--- src/rtl/mem_access_pipe.sv ---
// mem_access_pipe: pipelined AHB-Lite memory stage between execute and write-back.
// Optional MEM_ACCESS_HRESP_EN adds HRESP error handling and bus_err_o.
module mem_access_pipe #(
    parameter int XLEN = 64,
    parameter int AW   = 64
) (
    input  logic            CLK,
    input  logic            RST_N,
    input  logic            EN,
    input  logic            LOAD,
    input  logic [1:0]      SIZE,
    input  logic            UNSIGNED,
    input  logic [AW-1:0]   address,
    input  logic [XLEN-1:0] value,
    input  logic [XLEN-1:0] alu_res,
    input  logic [4:0]      rd_i,
    input  logic            write_back,
    input  logic            branch_flag_i,
    input  logic [XLEN-1:0] branch_offset_i,
    input  logic [XLEN-1:0] HRDATA,
    input  logic            HREADY,
`ifdef MEM_ACCESS_HRESP_EN
    input  logic            HRESP,
    output logic            bus_err_o,
`endif
    output logic [AW-1:0]   HADDR,
    output logic [XLEN-1:0] HWDATA,
    output logic            HWRITE,
    output logic [1:0]      HTRANS,
    output logic [2:0]      HSIZE,
    output logic [XLEN-1:0] res,
    output logic [4:0]      rd_o,
    output logic            mem_write_back_en,
    output logic            take_branch,
    output logic [XLEN-1:0] branch_offset_o,
    output logic            stall_o,
    output logic            misalign_o
);

    localparam int OW = (XLEN == 64) ? 3 : 2;
    localparam logic [1:0] HT_IDLE   = 2'b00;
    localparam logic [1:0] HT_NONSEQ = 2'b10;

    typedef enum logic [1:0] {
        S_IDLE,
        S_ADDR,
        S_DATA
    } state_t;

    state_t state_q, state_d;

    logic [AW-1:0]   haddr_q, haddr_d;
    logic [XLEN-1:0] hwdata_q, hwdata_d;
    logic            hwrite_q, hwrite_d;
    logic [1:0]      htrans_q, htrans_d;
    logic [2:0]      hsize_q, hsize_d;
    logic [XLEN-1:0] res_q, res_d;
    logic [4:0]      rd_q, rd_d;
    logic            wb_q, wb_d;
    logic            take_branch_q, take_branch_d;
    logic [XLEN-1:0] br_off_q, br_off_d;
    logic            stall_q, stall_d;
    logic            misalign_q, misalign_d;
    logic [4:0]      l_rd_q, l_rd_d;
    logic            l_wb_q, l_wb_d;
    logic            l_load_q, l_load_d;
    logic [1:0]      l_size_q, l_size_d;
    logic            l_uns_q, l_uns_d;
    logic [XLEN-1:0] l_val_q, l_val_d;
    logic [OW-1:0]   l_off_q, l_off_d;
`ifdef MEM_ACCESS_HRESP_EN
    logic            bus_err_q, bus_err_d;
`endif

    logic [2:0] align_mask;
    logic       bad_access;

    // Replicate the low (8<<sz) bits of the store value across every lane
    function automatic logic [XLEN-1:0] lane_rep(
        input logic [XLEN-1:0] v,
        input logic [1:0]      sz
    );
        logic [XLEN-1:0] r;
        int nb;
        r  = '0;
        nb = 1 << sz;
        for (int i = 0; i < XLEN / 8; i++) begin
            r[i*8 +: 8] = v[(i & (nb - 1))*8 +: 8];
        end
        return r;
    endfunction

    // Align the addressed lane to bit 0 and extend to XLEN
    function automatic logic [XLEN-1:0] load_ext(
        input logic [XLEN-1:0] d,
        input logic [OW-1:0]   off,
        input logic [1:0]      sz,
        input logic            uns
    );
        logic [XLEN-1:0] sh;
        logic [XLEN-1:0] r;
        int bits;
        sh   = d >> {off, 3'b000};
        r    = sh;
        bits = 8 << sz;
        for (int i = 0; i < XLEN; i++) begin
            if (i >= bits) begin
                r[i] = uns ? 1'b0 : sh[bits-1];
            end
        end
        return r;
    endfunction

    // Alignment / legality check of the incoming access
    always_comb begin
        align_mask = 3'b000;
        case (SIZE)
            2'd0:    align_mask = 3'b000;
            2'd1:    align_mask = 3'b001;
            2'd2:    align_mask = 3'b011;
            default: align_mask = 3'b111;
        endcase
        bad_access = (|(address[2:0] & align_mask))
                   || ((SIZE == 2'd3) && (XLEN == 32));
    end

    // Next-state and output computation for the IDLE/ADDR/DATA FSM
    always_comb begin
        state_d       = state_q;
        haddr_d       = haddr_q;
        hwdata_d      = hwdata_q;
        hwrite_d      = hwrite_q;
        htrans_d      = htrans_q;
        hsize_d       = hsize_q;
        res_d         = res_q;
        rd_d          = rd_q;
        wb_d          = wb_q;
        take_branch_d = 1'b0;
        br_off_d      = branch_offset_i;
        stall_d       = stall_q;
        misalign_d    = 1'b0;
        l_rd_d        = l_rd_q;
        l_wb_d        = l_wb_q;
        l_load_d      = l_load_q;
        l_size_d      = l_size_q;
        l_uns_d       = l_uns_q;
        l_val_d       = l_val_q;
        l_off_d       = l_off_q;
`ifdef MEM_ACCESS_HRESP_EN
        bus_err_d     = 1'b0;
`endif
        case (state_q)
            S_IDLE: begin
                take_branch_d = branch_flag_i
                              && (alu_res == XLEN'(1));
                if (take_branch_q) begin
                    rd_d = 5'd0;
                    wb_d = 1'b0;
                end else if (!EN) begin
                    res_d = alu_res;
                    rd_d  = rd_i;
                    wb_d  = write_back;
                end else if (bad_access) begin
                    misalign_d = 1'b1;
                    wb_d       = 1'b0;
                end else begin
                    htrans_d = HT_NONSEQ;
                    haddr_d  = address;
                    hwrite_d = ~LOAD;
                    hsize_d  = {1'b0, SIZE};
                    l_rd_d   = rd_i;
                    l_wb_d   = write_back;
                    l_load_d = LOAD;
                    l_size_d = SIZE;
                    l_uns_d  = UNSIGNED;
                    l_val_d  = value;
                    l_off_d  = address[OW-1:0];
                    stall_d  = 1'b1;
                    wb_d     = 1'b0;
                    state_d  = S_ADDR;
                end
            end
            S_ADDR: begin
                if (HREADY) begin
                    htrans_d = HT_IDLE;
                    if (!l_load_q) begin
                        hwdata_d = lane_rep(l_val_q, l_size_q);
                    end
                    state_d = S_DATA;
                end
            end
            S_DATA: begin
                if (HREADY) begin
                    if (l_load_q) begin
                        res_d = load_ext(HRDATA, l_off_q,
                                         l_size_q, l_uns_q);
                    end
                    rd_d    = l_rd_q;
                    wb_d    = l_wb_q;
`ifdef MEM_ACCESS_HRESP_EN
                    if (HRESP) begin
                        res_d     = res_q;
                        wb_d      = 1'b0;
                        bus_err_d = 1'b1;
                    end
`endif
                    stall_d = 1'b0;
                    state_d = S_IDLE;
                end
            end
            default: begin
                state_d = S_IDLE;
            end
        endcase
    end

    // State and output registers with synchronous active-low reset
    always_ff @(posedge CLK) begin
        if (!RST_N) begin
            state_q       <= S_IDLE;
            haddr_q       <= '0;
            hwdata_q      <= '0;
            hwrite_q      <= 1'b0;
            htrans_q      <= HT_IDLE;
            hsize_q       <= '0;
            res_q         <= '0;
            rd_q          <= '0;
            wb_q          <= 1'b0;
            take_branch_q <= 1'b0;
            br_off_q      <= '0;
            stall_q       <= 1'b0;
            misalign_q    <= 1'b0;
            l_rd_q        <= '0;
            l_wb_q        <= 1'b0;
            l_load_q      <= 1'b0;
            l_size_q      <= '0;
            l_uns_q       <= 1'b0;
            l_val_q       <= '0;
            l_off_q       <= '0;
`ifdef MEM_ACCESS_HRESP_EN
            bus_err_q     <= 1'b0;
`endif
        end else begin
            state_q       <= state_d;
            haddr_q       <= haddr_d;
            hwdata_q      <= hwdata_d;
            hwrite_q      <= hwrite_d;
            htrans_q      <= htrans_d;
            hsize_q       <= hsize_d;
            res_q         <= res_d;
            rd_q          <= rd_d;
            wb_q          <= wb_d;
            take_branch_q <= take_branch_d;
            br_off_q      <= br_off_d;
            stall_q       <= stall_d;
            misalign_q    <= misalign_d;
            l_rd_q        <= l_rd_d;
            l_wb_q        <= l_wb_d;
            l_load_q      <= l_load_d;
            l_size_q      <= l_size_d;
            l_uns_q       <= l_uns_d;
            l_val_q       <= l_val_d;
            l_off_q       <= l_off_d;
`ifdef MEM_ACCESS_HRESP_EN
            bus_err_q     <= bus_err_d;
`endif
        end
    end

    assign HADDR             = haddr_q;
    assign HWDATA            = hwdata_q;
    assign HWRITE            = hwrite_q;
    assign HTRANS            = htrans_q;
    assign HSIZE             = hsize_q;
    assign res               = res_q;
    assign rd_o              = rd_q;
    assign mem_write_back_en = wb_q;
    assign take_branch       = take_branch_q;
    assign branch_offset_o   = br_off_q;
    assign stall_o           = stall_q;
    assign misalign_o        = misalign_q;
`ifdef MEM_ACCESS_HRESP_EN
    assign bus_err_o         = bus_err_q;
`endif

endmodule
--- config.mk ---
export PLATFORM = sky130hd
export DESIGN_NAME = mem_access_pipe
export DESIGN_NICKNAME = d
export VERILOG_FILES = /design/src/rtl/mem_access_pipe.sv
export SDC_FILE = /design/constraint.sdc
export NUM_CORES = 1
export LEC_CHECK = 0
export ABC_CLOCK_PERIOD_IN_PS = 2150
export BUFFER_PORTS_ARGS = -buffer_cell sky130_fd_sc_hd__buf_2
export CORE_AREA = 2 2 234 236
export DETAILED_ROUTE_END_ITERATION = 12
export DIE_AREA = 0 0 236 238
export HOLD_SLACK_MARGIN = 0.08
export RECOVER_POWER = 25
export SLEW_MARGIN = 20
export SYNTH_ARGS = -nofsm -noshare
export SYNTH_HDL_FRONTEND = slang
export SYNTH_SLANG_ARGS = --single-unit
export TNS_END_PERCENT = 30
--- constraint.sdc ---
create_clock -name CLK -period 2.15 [get_ports CLK]
set_clock_uncertainty 0.15 [all_clocks]
set_input_delay 0.1075 -clock CLK [delete_from_list [all_inputs] [get_ports CLK]]
set_output_delay 0.1075 -clock CLK [all_outputs]
set_load 0.05 [all_outputs]
Word-level counts from Yosys, hierarchy flattened
Index checks and enable logic that the tools add are counted.
{"block": "op_classes", "add_sub_neg": 2, "order_cmp": 65, "n_eq_ne": 13, "shifts": 10, "n_mux": 98, "n_bitwise": 8, "reduce_logical": 16}
{"op": "7-bit by 32-bit >= comparator with 1-bit output, first input constant", "n": 32}
{"op": "6-bit by 32-bit >= comparator with 1-bit output, first input constant", "n": 16}
{"op": "5-bit by 32-bit >= comparator with 1-bit output, first input constant", "n": 8}
{"op": "64-bit two-way mux", "n": 4}
{"op": "64-bit by 7-bit variable part select with 8-bit output", "n": 4}
{"op": "4-bit by 32-bit >= comparator with 1-bit output, first input constant", "n": 4}
{"op": "64-bit one-hot mux with 2 select lines", "n": 1}
{"op": "64-bit by 6-bit variable part select with 8-bit output", "n": 2}
{"op": "1-bit two-way mux", "n": 75}
{"op": "64-bit by 1-bit equality test with 1-bit output, second input constant", "n": 1}
{"op": "3-bit by 32-bit >= comparator with 1-bit output, first input constant", "n": 2}
{"op": "64-bit by 5-bit variable part select with 8-bit output", "n": 1}
{"op": "64-bit by 6-bit >> shifter with 64-bit output", "n": 1}
{"op": "1-bit by 32-bit >= comparator with 1-bit output, first input constant", "n": 1}
{"op": "2-bit by 32-bit >= comparator with 1-bit output, first input constant", "n": 1}
{"op": "32-bit by 8-bit less-than comparator with 1-bit output, second input constant", "n": 1}
{"op": "4-bit by 2-bit << shifter with 32-bit output, first input constant", "n": 1}
{"op": "32-bit by 2-bit subtractor with 32-bit output, second input constant", "n": 1}
{"op": "5-bit AND reduction", "n": 4}
{"op": "2-bit two-way mux", "n": 8}
{"op": "5-bit two-way mux", "n": 3}
{"op": "2-bit != test, second input constant", "n": 7}
{"op": "5-bit one-hot mux with 2 select lines", "n": 1}
{"op": "3-bit one-hot mux with 3 select lines", "n": 1}
{"op": "other kinds (19)", "n": 32}
{"block": "word_totals", "reg_bits": 347, "inputBits": 335, "out_inout_bits": 271, "wordCells": 231}

Depth between registers and ports, before layout
{"block": "logic_depth", "ltp_word": 10, "mapped_depth": 9, "mapped_depth_nobuf": 5}

Least setup slack after synthesis
No wires, ideal clock.
{"block": "synth_path", "path_type": "register to register", "from": "register HADDR[1] (netlist name)", "to": "register res_q[33] (netlist: res[33])", "t_arrival_ns": 2.360, "required_ns": 1.855, "slack_ns": -0.505, "stages_incl_launch_ff": 9, "n_path_buf": 3, "cell_sequence": "dfxtp_1 -> buf_4 -> buf_2 -> mux2_2 -> o2bb2ai_1 -> o21ai_0 -> a211oi_2 -> buf_4 -> a221oi_2"}
{"item": "end signal: assignment", "line_no": "250", "rtl": "res_q <= res_d;"}
{"item": "end: declaration", "line_no": "57", "rtl": "logic [XLEN-1:0] res_q, res_d;"}

==> results.json <==
{
  "status": "finished, violations left",
  "failed_checks": "negative setup slack",
  "tightest_slew_ns": 0.887,
  "antenna_found_initial": 5,
  "seq_area_frac_synth_pct": 46.2,
  "max-slew-margin-rel_pct": 40.9,
  "clock_sinks": 343,
  "grt_max_degree": 100,
  "critical_path_buf_inv_count": 2,
  "clk_latency_ns": 0.55,
  "ys.flop_type": "dfxtp_1",
  "critPathMaxStageDelay_ns": 0.52,
  "endpoint_kind": "flop",
  "htreeDepth": 2,
  "crit_fanout": 10,
  "cts_tree": "built",
  "min_path_type": "in2reg",
  "power_density_nw_per_um2": 736,
  "dr.pass1.iters": 5,
  "start_kind": "flop",
  "power_mw": 17.8,
  "cts_made_buffers": 40,
  "clk_pin_slew_worst_paths_ns": 0.06,
  "ys_warn_count": 0,
  "synthArstFlopShare_pct": 0,
  "post_drt_wl_per_cell_um": 20.8,
  "setup_violations": 50,
  "vias": 17100,
  "cp_slowest_cell": "mux4_2",
  "yosysUniqueCellTypes": 56,
  "syn_inst": 1771,
  "synth_edf_count": 0,
  "cts.path.max_buffers": 3,
  "worstSetupPathType": "reg2reg",
  "final_common_cell": "buf_2",
  "gp_congestion": 0.941,
  "drt_wl_total_um": 71800,
  "nets": 3068,
  "synth-seq-cells": 343,
  "portBuffers": 603,
  "cp.arrival_ns": 2.62,
  "vdd_drop_max_mv": 0.574,
  "worst_path_most_repeated_cell": "buf_4",
  "p_leak_nw": 9.83,
  "dp_slack_ns": -0.160,
  "detail_route.vias_per_cell": 4.93,
  "grt_pass1_vias": 17200,
  "synth.area.top_cells": "dfxtp_1 46%, nand2_1 11%, a21oi_1 7.3%, mux2i_1 4.7%, clkbuf_1 3.0%",
  "first_iter_violations": 1104,
  "ant_nets": 0,
  "dp_hpwl_um": 51200,
  "path_cells": "mux2i_2, mux4_2, nor4b_4, buf_4, nor3_2, buf_4, a21oi_2",
  "area_growth_syn_to_layout_pct": 63.2,
  "grt_pass1_wl_um": 105000,
  "yosysTopAreaCell": "dfxtp_1",
  "grt_overflow": 0,
  "crit_family": "multiplexers",
  "maxCapViolations": 0,
  "fin_util_pct": 45.3,
  "min_period_ns": 2.29,
  "hold_violations": 0,
  "grt.total_usage_pct": 24.4,
  "rows": 85,
  "fmax_mhz": 437,
  "setup_ws_ns": -0.140,
  "yosys.area.top_type_share_pct": 46.2,
  "finalMaxSlewViolations": 0,
  "fp.dieH_um": 238,
  "start_util_pct": 27.8,
  "drc_errors": 0,
  "layout-drive-gt1-share_pct": 27.9,
  "core_sq_um": 53500,
  "period_share_pct": 107,
  "rsz0062_at_grt": "true",
  "final_cell_mix": "469 x buf_2, 423 x nand2_1, 350 x dlygate4sd3_1",
  "synthesis.area_sq_um": 14800,
  "cts_root_buffer": "clkbuf_16",
  "fp.dieW_um": 236,
  "syn_avg_cell_area_sq_um": 8.38,
  "cp.required_ns": 2.48,
  "die_area_sq_um": 56200,
  "ios": 606
}
cells in the mapped netlist, drive strengths merged, types with 5 or more instances:
cell type / n
nand2: 423
dfxtp: 343
a21oi: 218
clkbuf: 120
nor2: 106
mux2i: 69
and2: 67
o211ai: 38
o21ai: 37
a211oi: 35
mux2: 35
buf: 31
or3: 24
a311oi: 23
nor3: 22
o22ai: 19
a221oi: 16
nor4: 16
nand3: 13
nor2b: 12
mux4: 11
o221ai: 11
nand2b: 9
o211a: 9
o21a: 9
or2: 9
nor3b: 8
a2111oi: 5
inv: 5
layout make-up:
class | instances | area, sq um
Antenna cell | 2 | 5.00
Sequential cell | 343 | 6880
Tap cell | 696 | 871
Multi-Input combinational cell | 1272 | 7570
Clock buffer | 52 | 1130
Inverter | 6 | 30.0
Timing Repair Buffer | 1070 | 7540
Clock inverter | 16 | 210
Fill cell | 5155 | 29300
per-stage QoR:
step / area (sq um) / hold WS (ns) / std cells / setup TNS, ns
floorplan: 14900 / 0.0831 / 1772 / -8.29
global placement: 19400 / 0.162 / 3037 / -2.74
detailed placement: 19400 / 0.167 / 3037 / -4.57
CTS: 24300 / 0.114 / 3455 / -3.83
global route: 24200 / 0.135 / 3456 / -12.35
finish: 24200 / 0.159 / 3457 / -3.81
where the power goes:
part	switching (mW)	leakage (nW)	total, mW	internal [mW]
logic	2.45	6.35	3.91	1.46
clock network	2.80	0.660	6.98	4.18
registers	0.233	2.82	6.94	6.71
total	5.49	9.83	17.8	12.3
routing by layer:
| metal | vias to the layer above | wire [um] | track usage [%] |
|---|---|---|---|
| met2 | 738 | 35000 | 42.6 |
| met3 | 172 | 5060 | 5.33 |
| met5 | - | 35 | 0 |
| li1 | 8094 | - | - |
| met4 | 6 | 3770 | 12.6 |
| met1 | 8044 | 28000 | 28.0 |
cells by family (layout without fill, tap and decap cells):
group                  Yosys count  in the layout  synth area share, %
AO/OA/AOI/OAI                  437            437                 19.2
buffers and inverters          157           1144                 4.25
flip-flops                     343            343                 46.2
multiplexers                   115            115                 8.97
other                            1              4               0.0253
AND/OR/NAND/NOR                718            718                 21.3
registers in the layout (all words and copies together), names as in the netlist:
signal and count:
mem_write_back_en 1, l_load_q 1, HWDATA 64, l_uns_q 1, branch_offset_o 64, l_rd_q 5, rd_o 5, res 64
HWRITE 1, take_branch 1, misalign_o 1, HTRANS 1, l_wb_q 1, stall_o 1, state_q 2, l_val_q 64
l_size_q 2, HADDR 64
worst reg2reg max path, cell delays in order (launching register included):
cell	delay, ns
dfxtp_4	0.39
mux2i_2	0.19
mux4_2	0.52
nor4b_4	0.37
buf_4	0.20
nor3_2	0.08
buf_4	0.19
a21oi_2	0.14
what timing repair did:
action / CTS / global route
hold endpoints to repair: 279 / 0
setup endpoints to repair: 58 / 61
pin swaps: 4 / 1
gates cloned: 0 / 0
buffers inserted: 0 / 0
hold buffers: 350 / 0
gates resized for setup: 31 / 12
path summary, 6_finish.rpt:
kind,start,endpoint,slack (ns),cells past startpoint
setup / recovery,HADDR[1],res[16],-0.14,7
hold / removal,HRDATA[7],res[7],0.16,6
setup reg to reg,HADDR[1],res[16],-0.14,7
hold reg to reg,l_val_q[51],l_val_q[51],0.30,2
No activity file was read; power rests on OpenSTA's default activity.
